File: src/rtl/can_error_frame_tx.sv
`default_nettype none
// ============================================================================
// Module   : can_error_frame_tx
// Purpose  : Drives a CAN error frame on the TX line when a monitor flags an
//            error: error flag, flag-superposition wait, error delimiter and
//            (optionally) a 3-bit intermission. Bit-timed by a clock divider.
// Ports    : i_Clock          system clock
//            i_Reset_n        asynchronous active-low reset
//            i_Error          error request (level or pulse)
//            i_Error_Passive  1 = send recessive (passive) flag
//            i_Rx_Data        sampled bus level, 1 = recessive
//            o_Tx_Data        TX line, 1 = recessive
//            o_Tx_Active      high while an error frame is being sent
//            o_frame_field    11000 flag / 11011 wait / 11001 delim /
//                             11010 intermission / 00000 idle
//            o_Done           one-cycle pulse at frame completion
//            o_Stuck          one-cycle pulse on WAIT timeout
// Options  : CAN_INTERMISSION_EN - adds the 3-bit INTER state after DELIM
// Revision : 1.0 - initial release
// ============================================================================
module can_error_frame_tx #(
    parameter int CLKS_PER_BIT  = 10,
    parameter int FLAG_BITS     = 6,
    parameter int DELIM_BITS    = 8,
    parameter int WAIT_MAX_BITS = 14
) (
    input  logic       i_Clock,
    input  logic       i_Reset_n,
    input  logic       i_Error,
    input  logic       i_Error_Passive,
    input  logic       i_Rx_Data,
    output logic       o_Tx_Data,
    output logic       o_Tx_Active,
    output logic [4:0] o_frame_field,
    output logic       o_Done,
    output logic       o_Stuck
);

    localparam int CW = $clog2(CLKS_PER_BIT);

    localparam logic [CW-1:0] c_CLK_LAST  = CW'(CLKS_PER_BIT - 1);
    localparam logic [CW-1:0] c_CLK_HALF  = CW'(CLKS_PER_BIT / 2);
    localparam logic [7:0]    c_FLAG_LAST  = 8'(FLAG_BITS - 1);
    localparam logic [7:0]    c_DELIM_LAST = 8'(DELIM_BITS - 1);
    localparam logic [7:0]    c_INTER_LAST = 8'd2;
    localparam logic [7:0]    c_WAIT_LAST  = 8'(WAIT_MAX_BITS - 1);

    localparam logic [2:0] S_IDLE  = 3'd0;
    localparam logic [2:0] S_FLAG  = 3'd1;
    localparam logic [2:0] S_WAIT  = 3'd2;
    localparam logic [2:0] S_DELIM = 3'd3;
    localparam logic [2:0] S_INTER = 3'd4;

    logic [2:0]    r_state;
    logic [2:0]    w_next;
    logic [CW-1:0] r_clk_cnt;
    logic [7:0]    r_bit_cnt;
    logic [7:0]    r_wait_cnt;
    logic          r_rx_rec;
    logic          r_passive;
    logic          r_done_evt;
    logic          r_stuck_evt;
    logic          w_bound;

    logic          r_tx, r_active, r_done, r_stuck;
    logic [4:0]    r_field;
    logic          w_tx, w_active, w_done, w_stuck;
    logic [4:0]    w_field;

    assign w_bound = (r_clk_cnt == c_CLK_LAST);

    // ---------------- state register ----------------
    always_ff @(posedge i_Clock or negedge i_Reset_n) begin
        if (!i_Reset_n) begin
            r_state <= S_IDLE;
        end else begin
            r_state <= w_next;
        end
    end

    // ---------------- next-state logic ----------------
    always_comb begin
        w_next = r_state;
        case (r_state)
            S_IDLE:  if (i_Error) w_next = S_FLAG;
            S_FLAG:  if (w_bound && r_bit_cnt == c_FLAG_LAST) w_next = S_WAIT;
            // r_rx_rec holds the mid-bit sample of the current bit; a recessive
            // sample makes this bit the first delimiter bit.
            S_WAIT:  if (w_bound && r_rx_rec) w_next = S_DELIM;
            S_DELIM: begin
                if (w_bound && r_bit_cnt == c_DELIM_LAST) begin
`ifdef CAN_INTERMISSION_EN
                    w_next = S_INTER;
`else
                    w_next = S_IDLE;
`endif
                end
            end
            S_INTER: if (w_bound && r_bit_cnt == c_INTER_LAST) w_next = S_IDLE;
            default: w_next = S_IDLE;
        endcase
    end

    // ---------------- bit timing, counters and events ----------------
    always_ff @(posedge i_Clock or negedge i_Reset_n) begin
        if (!i_Reset_n) begin
            r_clk_cnt   <= '0;
            r_bit_cnt   <= '0;
            r_wait_cnt  <= '0;
            r_rx_rec    <= 1'b0;
            r_passive   <= 1'b0;
            r_done_evt  <= 1'b0;
            r_stuck_evt <= 1'b0;
        end else begin
            r_done_evt  <= (r_state != S_IDLE) && (w_next == S_IDLE);
            r_stuck_evt <= 1'b0;
            if (r_state == S_IDLE && w_next == S_FLAG) begin
                r_passive <= i_Error_Passive;
            end
            if (w_next != r_state) begin
                r_clk_cnt  <= '0;
                // The WAIT bit that saw recessive already counts as delimiter bit 1
                r_bit_cnt  <= (w_next == S_DELIM) ? 8'd1 : 8'd0;
                r_wait_cnt <= '0;
                r_rx_rec   <= 1'b0;
            end else if (r_state != S_IDLE) begin
                if (w_bound) begin
                    r_clk_cnt <= '0;
                    r_bit_cnt <= r_bit_cnt + 8'd1;
                end else begin
                    r_clk_cnt <= r_clk_cnt + 1'b1;
                end
                if (r_state == S_WAIT) begin
                    if (r_clk_cnt == c_CLK_HALF) begin
                        r_rx_rec <= i_Rx_Data;
                    end
                    // Staying in WAIT at a boundary means the bit was dominant
                    if (w_bound) begin
                        if (r_wait_cnt == c_WAIT_LAST) begin
                            r_wait_cnt  <= '0;
                            r_stuck_evt <= 1'b1;
                        end else begin
                            r_wait_cnt <= r_wait_cnt + 8'd1;
                        end
                    end
                end
            end
        end
    end

    // ---------------- output decode ----------------
    always_comb begin
        w_tx     = 1'b1;
        w_active = 1'b0;
        w_field  = 5'b00000;
        w_done   = r_done_evt;
        w_stuck  = r_stuck_evt;
        case (r_state)
            S_FLAG: begin
                w_tx     = r_passive;
                w_active = 1'b1;
                w_field  = 5'b11000;
            end
            S_WAIT: begin
                w_active = 1'b1;
                w_field  = 5'b11011;
            end
            S_DELIM: begin
                w_active = 1'b1;
                w_field  = 5'b11001;
            end
            S_INTER: begin
                w_active = 1'b1;
                w_field  = 5'b11010;
            end
            default: ;
        endcase
    end

    // Registered outputs (one cycle behind the state)
    always_ff @(posedge i_Clock or negedge i_Reset_n) begin
        if (!i_Reset_n) begin
            r_tx     <= 1'b1;
            r_active <= 1'b0;
            r_field  <= 5'b00000;
            r_done   <= 1'b0;
            r_stuck  <= 1'b0;
        end else begin
            r_tx     <= w_tx;
            r_active <= w_active;
            r_field  <= w_field;
            r_done   <= w_done;
            r_stuck  <= w_stuck;
        end
    end

    assign o_Tx_Data     = r_tx;
    assign o_Tx_Active   = r_active;
    assign o_frame_field = r_field;
    assign o_Done        = r_done;
    assign o_Stuck       = r_stuck;

endmodule
`default_nettype wire

File: config.mk
export PLATFORM = sky130hd
export DESIGN_NAME = can_error_frame_tx
export DESIGN_NICKNAME = d
export VERILOG_FILES = /design/src/rtl/can_error_frame_tx.sv
export SDC_FILE = /design/constraint.sdc
export NUM_CORES = 1
export LEC_CHECK = 0
export ABC_CLOCK_PERIOD_IN_PS = 5100
export BUFFER_PORTS_ARGS = -buffer_cell sky130_fd_sc_hd__buf_2
export CAP_MARGIN = 10
export CORE_MARGIN = 2
export CORE_UTILIZATION = 55
export CTS_BUF_LIST = sky130_fd_sc_hd__clkbuf_4 sky130_fd_sc_hd__clkbuf_8
export DETAILED_ROUTE_END_ITERATION = 12
export PLACE_DENSITY_LB_ADDON = 0.25
export SETUP_SLACK_MARGIN = 0.15
export SYNTH_ARGS = -nofsm -noshare
export SYNTH_HDL_FRONTEND = slang
export SYNTH_SLANG_ARGS = --single-unit
File: constraint.sdc
create_clock -name i_Clock -period 5.1 [get_ports i_Clock]
set_input_delay 1.02 -clock i_Clock [delete_from_list [all_inputs] [get_ports i_Clock]]
set_output_delay 1.02 -clock i_Clock [all_outputs]
set_load 0.005 [all_outputs]
# == Word-level counts from Yosys, hierarchy flattened ==
# Cells that the tools add are included.
# Widths: inputs -> output; s select.
# totals
regBits,36
input_bits,5
out_inout_bits,9
elab_cells,76
# classes
add_sub_neg,3
n_eq_ne,13
mux,30
reduce_logical,17
# ops
cell,count
$mux 8,8
$pmux 5 s4,1
$add 8x1->8 const B,2
$eq 8x3->1 const B,2
$mux 3,5
$pmux 3 s5,1
$mux 1,12
$mux 4,3
$eq 3x2->1 const B,3
$eq 8x2->1 const B,1
$eq 8x4->1 const B,1
$reduce_bool 2->1,4
$eq 3x1->1 const B,2
$logic_and 1x1->1,6
$logic_not 3->1,2
$reduce_and 3->1,2
$add 4x1->4 const B,1
$eq 4x3->1 const B,1
$eq 4x4->1 const B,1
$reduce_or 4->1,1
$eq 3x3->1 const B,1
$ne 3x3->1,1
$reduce_bool 3->1,1
$reduce_and 2->1,1

# == Longest topological paths before layout ==
# logic_depth
ltp_word,7
ltp_mapped,8

# == Worst setup path before layout ==
# Ideal clock, no wire load.
# synth_path
path_type,input-to-reg
from,input port i_Error
to,register r_bit_cnt[1]
setup_ns,0.118
t_arrival_ns,1.940
t_required_ns,4.982
path_slack_ns,3.041
stages,6
n_path_buf,1
cell_sequence,nor4b_2 a211oi_2 a22oi_1 buf_4 o21bai_1 a21o_1
# synth_between
elab_chain_len,5
# synth_rtl
item,line,text
from (decl),29,"input logic i_Error,"
$mux 3 (*),85,S_IDLE: if (i_Error) w_next = S_FLAG;
$pmux 3 s5 (*),84,case (r_state)
$ne 3x3->1 (*),120,if (w_next != r_state) begin
$reduce_bool 2->1 (no line),-,
$reduce_and 2->1 (no line),-,
to (signal assigned),123,r_bit_cnt <= (w_next == S_DELIM) ? 8'd1 : 8'd0;
to (signal assigned),129,r_bit_cnt <= r_bit_cnt + 8'd1;
to (decl),57,logic [7:0] r_bit_cnt;
# Every way passes the cells marked *; elsewhere a longest branch is shown, timed or not.
# A chain may end at the register's enable or synchronous reset.

# == Final worst setup path ==
# layout_path
from,register r_bit_cnt[0]
to,register r_clk_cnt[3]
# layout_between
elab_chain_len,6
# layout_rtl
item,line,text
"$eq 8x2->1, or another cell as far along",99,S_INTER: if (w_bound && r_bit_cnt == c_INTER_LAST) w_next = S_IDLE;
"$logic_and 1x1->1, on equally long branches","99, 86, 91",
"$mux 3, on equally long branches","99, 86, 91",
$pmux 3 s5 (*),84,
$ne 3x3->1 (*),120,
$mux 4 / $reduce_bool 2->1 (equally long branches),-,
to (signal assigned),131,r_clk_cnt <= r_clk_cnt + 1'b1;
to (decl),56,logic [CW-1:0] r_clk_cnt;
# Marked as above.

==> flow_summary.yaml <==
synth:
  synth_enable_flop_cells: 0
  syn-num-nets: 189
  synth.largest_area_cell: "dfrtp_1"
  synth_area_leaders: "dfrtp_1, ha_1, xor2_1"
  synth_area_per_cell_um2: 10.2
  synth_cell_types: 48
  seq_area_frac_synth_pct: 45.7
  yosysTopAreaCellShare_pct: 44.3
  ys.flop_type: "dfrtp_1"
  synth-async-reset-ratio_pct: 100
  ys_warn_count: 0
  syn_area_um2: 1810
  syn_inst: 177
  synth_seq_cells: 33
place:
  dp_hpwl_mm: 2.39
  post_dp_cell_area_um2: 1850
  dpl.cell_count: 222
  gp_congestion: 0.839
  io_buffers: 12
  pre_cts_ws_ns: 2.66
timing:
  drv_slew: 0
  rsz0062_at_grt: "no"
  tightest_slew_ns: 0.704
  whs_ns: 0.360
  setup_ws_ns: 2.89
  finalSetupViolations: 0
  min_period_ns: 2.21
  setup_tns_ns: 0
  max_freq_ghz: 0.453
  hold_viol_final: 0
  finalClockSkew_ns: 0.00937
  fin_crit_sh_pct: 43.3
  relSlewSlack_pct: 53.1
critical_path:
  worst_r2r_endpoint: "r_clk_cnt[3]"
  cp.required_ns: 5.36
  crit_type: "register to register"
  reg2regPathDepth: 7
  path_buf_inv: 1
  cp-end-kind: "register"
  max_stage_delay_ns: 0.48
  worstPathCellList: "ha_1 > and2_1 > o2111ai_1 > a22oi_1 > buf_4 > or4_1 > o211ai_1"
  cpMaxStageDelayCell: "or4_1"
  cp_max_fo: 20
  reg2reg_from: "r_bit_cnt[0]"
  startpoint_type: "register"
  crit_family: "simple AND/OR/NAND/NOR gates"
  crit_arrival_ns: 2.47
  reg2reg_slack_ns: 2.89
layout:
  postLayoutCoreUtil_pct: 61.3
  multi_input_area_um2: 873
  fillCellCount: 292
  diodes: 0
  finalInstanceArea_um2: 1900
  area_growth_pct: 5.05
  regArea_um2: 827
  final_nets: 197
  layout-drive-gt1-share_pct: 17.2
  finalNonFillerCells: 230
status:
  status: "finished clean"
pwr:
  p_total_mw: 0.728
  p_leak_nw: 0.880
  combPwrFrac_pct: 29.0
  irDropWorstVdd_v: 0.000256
  switchingPower_mw: 0.258
  swShare_pct: 35.5
  power_per_cell_area_nw_per_um2: 383
  power_frac_clock_pct: 19.7
  sequentialPowerShare_pct: 51.3
  power.internal_mw: 0.469
floorplan:
  die_y_um: 61.4
  ios: 14
  core-area_um2: 3100
  dieArea_um2: 3760
  rows: 20
  initial_utilization_pct: 58.3
  fp.dieW_um: 61.4
grt:
  grt_usage_pct: 21.4
  grt_pass1_vias: 1284
  grt_pass1_wl_mm: 5.80
  antenna_found_initial: 0
  overflow: 0
  grt_max_degree: 34
cts:
  post_cts_buffers: 0
  cts_resized: 0
  path_clk_slew_ns: 0.10
  cts_sinks: 33
  holdBufCountCts: 0
  h-tree-depth: 2
  worst_skew_pair.late_latency_ns: 0.34
  ctsRootBufferMaster: "clkbuf_4"
  cts_tree: "yes"
  cts_made_buffers: 5
  cts_buffer_depth: 2
drt:
  wl_per_cell_um: 14.5
  ant_nets: 0
  drt_wl_total_mm: 3.34
  drt_drc_violations_left: 0
  vias: 1317
  first_pass_iters: 4
  drt_iter0_markers: 47
  via_per_inst: 5.73
worst_hold_path:
  min_from: "r_stuck_evt"
  hold_class: "register to register"
  hold_depth: 0
  min_to: "o_Stuck"
job:
  maxCapViolCount: 0
-- worst max-delay path by stage --
stage                             from           end  cells after the start
after global routing      r_clk_cnt[1]  r_bit_cnt[1]                      8
after CTS                 r_bit_cnt[0]  r_clk_cnt[3]                      7
after floorplan                i_Error  r_bit_cnt[1]                      6
after global placement         i_Error  r_clk_cnt[3]                      7
after detailed placement       i_Error  r_clk_cnt[3]                      7
final                     r_bit_cnt[0]  r_clk_cnt[3]                      7
-- power groups by stage --
stage	combinational, mW	sequential [mW]	clock (mW)
2_1_floorplan	0.200	0.346	0
3_3_place_gp	0.201	0.375	0
3_5_place_dp	0.212	0.378	0
4_1_cts	0.213	0.372	0.148
5_1_grt	0.242	0.384	0.160
6_report	0.211	0.373	0.144
-- synth_stat cells, types with 4 or more instances --
cell type	number
nor3_1	5
buf_4	8
o21ai_0	5
nand3_1	7
and2_1	5
ha_1	7
nand4_1	4
nor2_1	17
and3b_1	4
inv_1	6
nor2b_1	4
nand2_1	12
nand3b_1	4
dfrtp_1	32
a21oi_1	7
xor2_1	8
-- per-layer routing --
layer / track usage (%) / routed length (µm) / up-vias
li1: - / - / 641
met1: 26.5 / 1540 / 645
met2: 34.3 / 1610 / 24
met3: 5.25 / 123 / 7
met4: 12.2 / 68 / 0
met5: 0 / 0 / -
-- logic make-up (layout without fill, tap and decap cells) --
| family | after synthesis | in the layout | share of synthesized area (%) |
|---|---|---|---|
| simple gates | 78 | 78 | 26.5 |
| xor+xnor | 9 | 9 | 4.36 |
| other cells | 1 | 1 | 0.207 |
| compound gates | 29 | 29 | 11.2 |
| buf+inv | 18 | 27 | 6.02 |
| flops | 33 | 33 | 45.7 |
| mux | 2 | 2 | 1.18 |
| fa+ha+maj | 7 | 7 | 4.84 |
-- area by class of cell --
| cell class | count | area share [%] |
|---|---|---|
| Multi-Input combinational cell | 126 | 46.0 |
| Sequential cell | 33 | 43.5 |
| Timing Repair Buffer | 13 | 3.55 |
| Tap cell | 44 | 2.90 |
| Clock buffer | 6 | 2.37 |
| Inverter | 6 | 1.18 |
| Clock inverter | 2 | 0.527 |
-- cells in the final DEF (no fill, tap or decap), types with 2 or more instances in the layout --
cell type,instances
dfrtp_1,32
nor2_1,17
nand2_1,12
buf_2,12
xor2_1,8
nand3_1,7
a21oi_1,7
ha_1,7
inv_1,6
clkbuf_4,6
and2_1,5
nor3_1,5
o21ai_0,5
and3b_1,4
nor2b_1,4
nand3b_1,4
nand4_1,4
nor4b_2,3
a31oi_1,3
a311oi_1,3
a211oi_2,2
and3_1,2
a21o_1,2
clkinv_2,2
-- state kept, by name (all words and copies together), names as in the netlist --
signal,flops
o_Tx_Data,1
r_state,3
r_rx_rec,1
r_done_evt,1
r_passive,1
o_Done,1
r_wait_cnt,8
r_stuck_evt,1
r_clk_cnt,4
o_Stuck,1
r_bit_cnt,8
o_frame_field,3
(Power assumes the default switching activity.)
